===== config.mk =====
export PLATFORM = sky130hd
export DESIGN_NAME = eprisc_bus_decoder
export DESIGN_NICKNAME = d
export VERILOG_FILES = /design/src/rtl/eprisc_bus_decoder.sv
export SDC_FILE = /design/constraint.sdc
export NUM_CORES = 1
export LEC_CHECK = 0
export ABC_AREA = 1
export ABC_CLOCK_PERIOD_IN_PS = 2200
export BUFFER_PORTS_ARGS = -buffer_cell sky130_fd_sc_hd__buf_2
export CELL_PAD_IN_SITES_DETAIL_PLACEMENT = 1
export CELL_PAD_IN_SITES_GLOBAL_PLACEMENT = 1
export CORE_ASPECT_RATIO = 1.25
export CORE_MARGIN = 1
export CORE_UTILIZATION = 34
export DETAILED_ROUTE_END_ITERATION = 7
export GPL_TIMING_DRIVEN = 0
export PLACE_DENSITY = 0.83
export SLEW_MARGIN = 20
export SYNTH_ARGS = -nofsm -noshare
export SYNTH_HDL_FRONTEND = slang
export SYNTH_SLANG_ARGS = --single-unit

===== constraint.sdc =====
create_clock -name iClock -period 2.2 [get_ports iClock]
set_input_delay 0.44 -clock iClock [delete_from_list [all_inputs] [get_ports iClock]]
set_output_delay 0.44 -clock iClock [all_outputs]
set_load 0.03 [all_outputs]

===== src/rtl/eprisc_bus_decoder.sv =====
// eprisc_bus_decoder
//   Address decoder and transaction sequencer for the epRISC system bus.
//   A master access is accepted in IDLE, matched against REGIONS base/limit
//   windows (lowest index wins), and then walked through optional wait states
//   and an optional slave-ready handshake with a timeout. Completion is
//   signalled by a one-cycle oReady pulse. Unmapped or timed-out accesses set
//   a sticky bus error that records the offending address.
//
// Ports
//   iClock        : clock, all state on the rising edge
//   iReset        : asynchronous active-low reset
//   iAddress      : master address
//   iWrite        : master write (1) / read (0)
//   iAccess       : master access request, sampled only in IDLE
//   iSlaveData    : packed slave read data, region 0 in the LSBs
//   iSlaveReady   : per-region slave ready, used by EXTRDY regions
//   iClearError   : clears the sticky bus error (a new error wins)
//   oSelect       : one-hot slave select for the active transaction
//   oWriteStrobe  : one-hot, one-cycle write pulse in DONE
//   oData         : registered read data (0 after an error)
//   oReady        : one-cycle completion pulse in DONE or ERR
//   oBusError     : sticky bus error flag
//   oErrorAddress : address of the first unrecovered error
module eprisc_bus_decoder #(
    parameter int                         REGIONS = 4,
    parameter int                         ADDR_W  = 32,
    parameter int                         DATA_W  = 32,
    parameter logic [REGIONS*ADDR_W-1:0]  BASES   = {32'h3000, 32'h2000, 32'h1000, 32'h0},
    parameter logic [REGIONS*ADDR_W-1:0]  LIMITS  = {32'h800000, 32'h3000, 32'h2000, 32'h1000},
    parameter logic [REGIONS*4-1:0]       WAITS   = 16'h0000,
    parameter logic [REGIONS-1:0]         EXTRDY  = 4'b1000,
    parameter int                         TIMEOUT = 64
) (
    input  logic                      iClock,
    input  logic                      iReset,
    input  logic [ADDR_W-1:0]         iAddress,
    input  logic                      iWrite,
    input  logic                      iAccess,
    input  logic [REGIONS*DATA_W-1:0] iSlaveData,
    input  logic [REGIONS-1:0]        iSlaveReady,
    input  logic                      iClearError,
    output logic [REGIONS-1:0]        oSelect,
    output logic [REGIONS-1:0]        oWriteStrobe,
    output logic [DATA_W-1:0]         oData,
    output logic                      oReady,
    output logic                      oBusError,
    output logic [ADDR_W-1:0]         oErrorAddress
);

    localparam int RIDX_W = (REGIONS > 1) ? $clog2(REGIONS) : 1;
    // One counter serves both wait states (max 15) and the timeout count.
    localparam int CNT_W  = $clog2(TIMEOUT + 16) + 1;

    localparam logic [2:0] S_IDLE = 3'd0;
    localparam logic [2:0] S_WAIT = 3'd1;
    localparam logic [2:0] S_EXT  = 3'd2;
    localparam logic [2:0] S_DONE = 3'd3;
    localparam logic [2:0] S_ERR  = 3'd4;

    logic [2:0]          state_q,   state_d;
    logic [CNT_W-1:0]    cnt_q,     cnt_d;
    logic [ADDR_W-1:0]   addr_q,    addr_d;
    logic                write_q,   write_d;
    logic [RIDX_W-1:0]   region_q,  region_d;
    logic                hit_q,     hit_d;
    logic [REGIONS-1:0]  sel_q,     sel_d;
    logic [REGIONS-1:0]  strobe_q,  strobe_d;
    logic [DATA_W-1:0]   data_q,    data_d;
    logic                ready_q,   ready_d;
    logic                err_q,     err_d;
    logic [ADDR_W-1:0]   eaddr_q,   eaddr_d;

    logic                dec_hit_s;
    logic [RIDX_W-1:0]   dec_idx_s;
    logic [3:0]          dec_wait_s;
    logic                dec_ext_s;
    logic                cur_ext_s;
    logic                set_err_s;
    logic [REGIONS-1:0]  onehot_s;

    // Address decode; scanning downwards lets the lowest matching index win.
    always_comb begin
        dec_hit_s = 1'b0;
        dec_idx_s = '0;
        for (int k = REGIONS - 1; k >= 0; k--) begin
            if ((iAddress >= BASES[k*ADDR_W +: ADDR_W]) &&
                (iAddress <  LIMITS[k*ADDR_W +: ADDR_W])) begin
                dec_hit_s = 1'b1;
                dec_idx_s = RIDX_W'(k);
            end else begin
                dec_hit_s = dec_hit_s;
                dec_idx_s = dec_idx_s;
            end
        end
        dec_wait_s = WAITS[int'(dec_idx_s)*4 +: 4];
        dec_ext_s  = EXTRDY[dec_idx_s];
        cur_ext_s  = EXTRDY[region_q];
    end

    // Transaction FSM and latched request.
    always_comb begin
        state_d  = state_q;
        cnt_d    = cnt_q;
        addr_d   = addr_q;
        write_d  = write_q;
        region_d = region_q;
        hit_d    = hit_q;
        case (state_q)
            S_IDLE: begin
                if (iAccess) begin
                    addr_d   = iAddress;
                    write_d  = iWrite;
                    region_d = dec_idx_s;
                    hit_d    = dec_hit_s;
                    cnt_d    = '0;
                    if (!dec_hit_s) begin
                        state_d = S_ERR;
                    end else if (dec_wait_s != 4'd0) begin
                        state_d = S_WAIT;
                        cnt_d   = CNT_W'(dec_wait_s);
                    end else if (dec_ext_s) begin
                        state_d = S_EXT;
                    end else begin
                        state_d = S_DONE;
                    end
                end else begin
                    state_d = S_IDLE;
                end
            end
            S_WAIT: begin
                // Leaving on the cycle that would bring the count to 0 gives
                // exactly WAITS[k] cycles in WAIT.
                if (cnt_q <= CNT_W'(1)) begin
                    cnt_d   = '0;
                    state_d = cur_ext_s ? S_EXT : S_DONE;
                end else begin
                    cnt_d = cnt_q - CNT_W'(1);
                end
            end
            S_EXT: begin
                if (iSlaveReady[region_q]) begin
                    state_d = S_DONE;
                    cnt_d   = '0;
                end else if (cnt_q >= CNT_W'(TIMEOUT - 1)) begin
                    state_d = S_ERR;
                    cnt_d   = '0;
                end else begin
                    cnt_d = cnt_q + CNT_W'(1);
                end
            end
            S_DONE, S_ERR: begin
                state_d = S_IDLE;
                cnt_d   = '0;
            end
            default: begin
                state_d = S_IDLE;
                cnt_d   = '0;
            end
        endcase
    end

    // Output next-state, derived from the next FSM state so outputs are registered.
    always_comb begin
        onehot_s  = {{(REGIONS-1){1'b0}}, 1'b1} << region_d;
        set_err_s = (state_d == S_ERR);
        ready_d   = (state_d == S_DONE) || (state_d == S_ERR);
        if (hit_d && (state_d != S_IDLE)) begin
            sel_d = onehot_s;
        end else begin
            sel_d = '0;
        end
        if ((state_d == S_DONE) && write_d) begin
            strobe_d = onehot_s;
        end else begin
            strobe_d = '0;
        end
        if (state_d == S_ERR) begin
            data_d = '0;
        end else if ((state_d == S_DONE) && !write_d) begin
            data_d = iSlaveData[int'(region_d)*DATA_W +: DATA_W];
        end else begin
            data_d = data_q;
        end
        // A new error wins over a simultaneous clear and then owns the address.
        if (set_err_s) begin
            err_d = 1'b1;
        end else if (iClearError) begin
            err_d = 1'b0;
        end else begin
            err_d = err_q;
        end
        if (set_err_s && (!err_q || iClearError)) begin
            eaddr_d = addr_d;
        end else begin
            eaddr_d = eaddr_q;
        end
    end

    // State and output registers.
    always_ff @(posedge iClock or negedge iReset) begin
        if (!iReset) begin
            state_q  <= S_IDLE;
            cnt_q    <= '0;
            addr_q   <= '0;
            write_q  <= 1'b0;
            region_q <= '0;
            hit_q    <= 1'b0;
            sel_q    <= '0;
            strobe_q <= '0;
            data_q   <= '0;
            ready_q  <= 1'b0;
            err_q    <= 1'b0;
            eaddr_q  <= '0;
        end else begin
            state_q  <= state_d;
            cnt_q    <= cnt_d;
            addr_q   <= addr_d;
            write_q  <= write_d;
            region_q <= region_d;
            hit_q    <= hit_d;
            sel_q    <= sel_d;
            strobe_q <= strobe_d;
            data_q   <= data_d;
            ready_q  <= ready_d;
            err_q    <= err_d;
            eaddr_q  <= eaddr_d;
        end
    end

    assign oSelect       = sel_q;
    assign oWriteStrobe  = strobe_q;
    assign oData         = data_q;
    assign oReady        = ready_q;
    assign oBusError     = err_q;
    assign oErrorAddress = eaddr_q;

endmodule

# Yosys cells after proc, flatten, opt, wreduce, memory -nomap -nowiden
# Index checks and enable logic that the tools add are counted.
classes:
  eq_ne: 5
  reduce_logical: 17
  add_sub_neg: 2
  shift: 3
  muxes: 44
  order_cmp: 12
op_table:
  columns: ["op", "n"]
  rows:
  - ["32-bit 2-to-1 mux", 4]
  - ["128-bit by 8-bit variable part select with 32-bit output", 1]
  - ["32-bit by 14-bit greater-or-equal comparator with 1-bit output (second input constant)", 2]
  - ["32-bit by 14-bit less-than comparator with 1-bit output (second input constant)", 2]
  - ["32-bit by 1-bit greater-or-equal comparator with 1-bit output (second input constant)", 1]
  - ["32-bit by 13-bit greater-or-equal comparator with 1-bit output (second input constant)", 1]
  - ["32-bit by 13-bit less-than comparator with 1-bit output (second input constant)", 1]
  - ["32-bit by 24-bit less-than comparator with 1-bit output (second input constant)", 1]
  - ["8-bit 2-to-1 mux", 4]
  - ["8-bit one-hot mux with 3 select lines", 1]
  - ["4-bit 2-to-1 mux", 4]
  - ["16-bit by 5-bit variable part select with 4-bit output (first input constant)", 1]
  - ["1-bit 2-to-1 mux", 15]
  - ["3-bit 2-to-1 mux", 5]
  - ["2-bit 2-to-1 mux", 7]
  - ["3-bit one-hot mux with 3 select lines", 1]
  - ["8-bit by 1-bit adder with 8-bit output (second input constant)", 1]
  - ["8-bit by 6-bit greater-or-equal comparator with 1-bit output (second input constant)", 1]
  - ["8-bit by 1-bit <= comparator with 1-bit output (second input constant)", 1]
  - ["1-bit logical AND", 8]
  - ["8-bit by 1-bit subtractor with 8-bit output (second input constant)", 1]
  - ["1-bit binary-select mux with 2-bit select", 3]
  - ["3-bit by 2-bit == test with 1-bit output (second input constant)", 2]
  - ["2-bit by 3-bit less-than comparator with 1-bit output (second input constant)", 2]
  - ["10 further kinds", 13]
totals:
  output_inout_bits: 74
  in_bits: 169
  wordCells: 95
  ff_bits: 121

# Longest topological paths before layout
depth:
  ltp_word: 17
  mapped_depth: 15
  ltp_nobuf: 13

# Least setup slack after synthesis
# Ideal clock, no wire load.
synth_timing:
  kind: "input to register"
  from: "input port iAddress[28]"
  to: "register data_q[5] (netlist: oData[5])"
  required_time_ps: 2083
  setup_ps: 117
  t_arrival_ps: 1655
  stages: 14
  n_path_buf: 2
  path_slack_ps: 428
  path_cell_list: "nor2_1 > nand2_1 > nor3_2 > nand2_1 > nand3_1 > nand2_1 > buf_4 > buf_2 > nand2_1 > nand2_1 > nand2_1 > nand2_1 > nand2_1 > nand2_1"
synth_between:
  elab_chain_len: 16
  word_cells_on_any_way: 38
  classes_between: "order compare (8); eq/ne (2); shift (2); mux (19); reduce/logical (7)"
synth_rtl:
  columns: ["item", "line_no", "source"]
  rows:
  - ["start: declaration", "36", "input logic [ADDR_W-1:0] iAddress,"]
  - ["branches (longest 16 deep; another with 32-bit by 14-bit greater-or-equal comparator with 1-bit output)", null, null]
  - ["end signal: assignment", "223", "data_q <= data_d;"]
  - ["end: declaration", "68", "logic [DATA_W-1:0] data_q, data_d;"]
# Several ways; the timed one is not identified. The select of a mux whose other input is x is not followed.
# A chain may end at the register's enable or synchronous reset.

# Worst setup path after layout
layout_timing:
  from: "register cnt_q[0]"
  to: "register data_q[7] (netlist: oData[7])"
layout_between:
  elab_chain_len: 7
  word_cells_on_any_way: 11
  classes_between: "order compare (2); eq/ne (2); mux (5); reduce/logical (2)"
layout_rtl:
  columns: ["item", "line_no", "source"]
  rows:
  - ["start: declaration", "61", "logic [CNT_W-1:0] cnt_q, cnt_d;"]
  - ["start signal: assignment", "216", "cnt_q <= cnt_d;"]
  - ["8-bit by 6-bit greater-or-equal comparator with 1-bit output", "144", "end else if (cnt_q >= CNT_W'(TIMEOUT - 1)) begin"]
  - ["3-bit 2-to-1 mux", "144", null]
  - ["3-bit 2-to-1 mux", "141", "if (iSlaveReady[region_q]) begin"]
  - ["3-bit one-hot mux with 3 select lines *", "108", "case (state_q)"]
  - ["named net state_d[0]", "60", "logic [2:0] state_q, state_d;"]
  - ["3-bit by 2-bit == test with 1-bit output", "179", "end else if ((state_d == S_DONE) && !write_d) begin"]
  - ["1-bit logical AND", "179", null]
  - ["2-bit nonzero test (no line)", null, null]
# Mark *: on every way through the listed nets, which the timed path passes. The rest lies on a longest branch.

==> results.md <==
- Seq/Total Area, Yosys: 48.0%
- Status: complete, no violations
- # DRC: 0
- HPWL after DPL: 17000 um
- TritonCTS buffer count: 17
- FF+latch area: 3030 um^2
- Power Total: 13.3 mW
- Largest net degree at the start of global routing: 68
- Leakage power: 4.91 nW
- GP Congestion: 0.856
- Via Count: 6677
- Avg Vias per Cell: 4.83
- Worst Hold Depth: 3
- Worst clock skew: 9.85 ps
- Gr ovfl total: 0
- Layout area overhead: 37.0%
- Critical path launch point: cnt_q[0]
- Synth top area cells: dfrtp_1 48%, nand2_1 25%, nand3_1 8.6%, nor2_1 3.1%, a31oi_1 2.7%
- Synth top area share: 48.0%
- Setup violations, final: 0
- Slew @ Worst Pin: 537 ps
- Synth cell types: 33
- CTS Buffer Depth: 2
- DP Area: 7840 um^2
- Flops & latches, synth: 121
- Port Buffers: 242
- Initial Util: 34.7%
- M1 wire length: 8910 um
- Crit. End Element: register
- Setup TNS: 0 ps
- Final Cell Area: 8640 um^2
- TritonCTS clock tree: built
- Hold Path Origin: iAddress[1]
- Peak VDD IR: 0.000462 V
- Die height: 154 um
- Synthesized area: 6310 um^2
- Most frequent cells in the layout: 417 x nand2_1, 256 x buf_2, 121 x dfrtp_1
- Tot GR Track Use: 23.5%
- Metal3 WL: 1310 um
- Endpoints failing hold: 0
- H-tree level count: 4
- RSZ-0062 raised after global routing: yes
- Mapped Nets: 1042
- Die X: 124 um
- DRT iter0 DRCs: 267
- Critical Path, Cell by Cell: inv_2, ha_2, nor2_1, nor3_2, nor2_4, nor2_1, nand3_2, nand3_4, inv_4, buf_4, nand2_1, nand2_1
- Syn Area/Cell: 7.25 um^2
- CTS Sinks: 121
- CP Depth: 12
- F_max: 471 MHz
- CP delay by family, top: simple AND/OR/NAND/NOR gates
- Routed len/inst: 15.7 um
- Global-route wire length before repair: 34700 um
- CP Class: reg -> reg
- Flop2flop setup slack: 80 ps
- Routed Antenna Nets: 0
- Placement Rows: 55
- Area of the multi-input gates: 2940 um^2
- CP arrival: 2420 ps
- Hold slack: 263 ps
- Worst path bufs/invs: 3
- Share of layout cells above drive strength 1: 30.5%
- Initial antenna violation count: 1
- Clock transition at the registers of the reported paths: 60 ps
- Commonest non-fill, non-tap cell in the layout: nand2_1
- Fin crit share: 96.4%
- Reg2Reg Depth: 12
- Crit Reg-Reg Startpoint: cnt_q[0]
- Total wire length: 21700 um
- Vias in the first global route: 7038
- Post-Syn Instances: 870
- Ys Warns: 0
- Worst min path class: in -> reg
- Top Ports: 243
- Synth area leader: dfrtp_1
- NumNets Final: 1313
- Core Footprint: 18200 um^2
- Critical path launch point type: register
- Diodes inserted: 0
- Die area: 19100 um^2
- Critical path's slowest cell: dfrtp_1
- Tmin final: 2120 ps
- CP Max Fanout: 10
- Max-slew violations: 0
- Worst stage delay on the critical path: 420 ps
- Fillers: 2366
- Worst slew margin: 64.2%
- Clock Tree Root: clkbuf_16
- Top layer in use: met5
- Drt first pass iters: 4
- Data required, critical path: 2500 ps
- Pwr Density: 1540 nW/um^2
- Maxcap violations: 0
- Clk Latency, worst-skew pair: 420 ps
- DR WL met2: 11000 um
==> cells by family (layout without fill, tap and decap cells) <==
family / Yosys count / count (layout) / synth area share (%)
DFF: 121 / 121 / 48.0
buffers and inverters: 83 / 367 / 6.11
and+or+nand+nor: 597 / 597 / 38.5
xor gates and xnor gates: 7 / 7 / 0.971
adders and majority gates: 3 / 3 / 0.595
AOI/OAI and AO/OA: 59 / 59 / 5.83
==> final timing paths <==
path | end
max | oData[7]
min | addr_q[1]
max reg2reg | oData[7]
min reg2reg | addr_q[15]
max in group asynchronous | oData[7]
min in group asynchronous | oErrorAddress[28]
==> per-stage QoR <==
step | util (%) | cells | setup WS, ps
floorplan | - | 870 | 428
global placement | 43.0 | 1340 | -888
detailed placement | 43.2 | 1341 | -314
CTS | 46.8 | 1376 | 1.54
global route | 47.6 | 1382 | -37.0
finish | 47.6 | 1382 | 78.3
==> power by group <==
part	total (mW)	internal (mW)	switching, mW
clock	2.85	1.81	1.04
combinational	6.79	2.17	4.62
sequential	3.67	3.20	0.473
==> per-layer routing <==
metal | track usage, % | vias to the layer above
li1 | - | 3337
met5 | 0 | -
met4 | 7.75 | 2
met3 | 5.53 | 27
met1 | 27.1 | 3100
met2 | 42.0 | 211
==> synthesized netlist by cell type (all sizes together) <==
cell type / count
nor3: 6
nor2: 55
xor2: 6
xnor2: 1
o21ai: 18
buf: 39
dfrtp: 121
o221ai: 4
o22ai: 3
nand3: 110
clkbuf: 10
a21oi: 5
nand4: 4
or2: 2
ha: 3
o211ai: 1
nand2: 420
o21a: 1
a31oi: 27
inv: 34
==> area by class of cell <==
cell class                 instances  share of cell area (%)
buffer                            49                    3.62
clock buffer                      18                    5.08
clock inverter                    14                    2.00
inverter                          34                    1.56
multi-input combinational        666                    34.1
sequential                       121                    35.0
tap                              228                    3.30
timing repair buffer             252                    15.4
==> flip-flops by register name, indices dropped and copies added (netlist names) <==
signal and cells:
write_q 1, oSelect 4, oReady 1, state_q 3, region_q 2, oBusError 1
hit_q 1, oData 32, addr_q 32, oErrorAddress 32, oWriteStrobe 4, cnt_q 8
==> timing repair <==
item	in CTS	in global routing
pin swaps	1	5
resized for setup	6	42
hold buffers	1	0
endpoints found under the setup margin	47	59
setup buffers	2	6
hold endpoints to repair	6	0
==> worst reg2reg max path, stage by stage, from the launching register on <==
cell and delay [ps]:
dfrtp_1 420, inv_2 100, ha_2 200, nor2_1 60
nor3_2 290, nor2_4 110, nor2_1 130, nand3_2 140
nand3_4 170, inv_4 70, buf_4 170, nand2_1 90
nand2_1 60
Power figures use the tool's default switching activity.
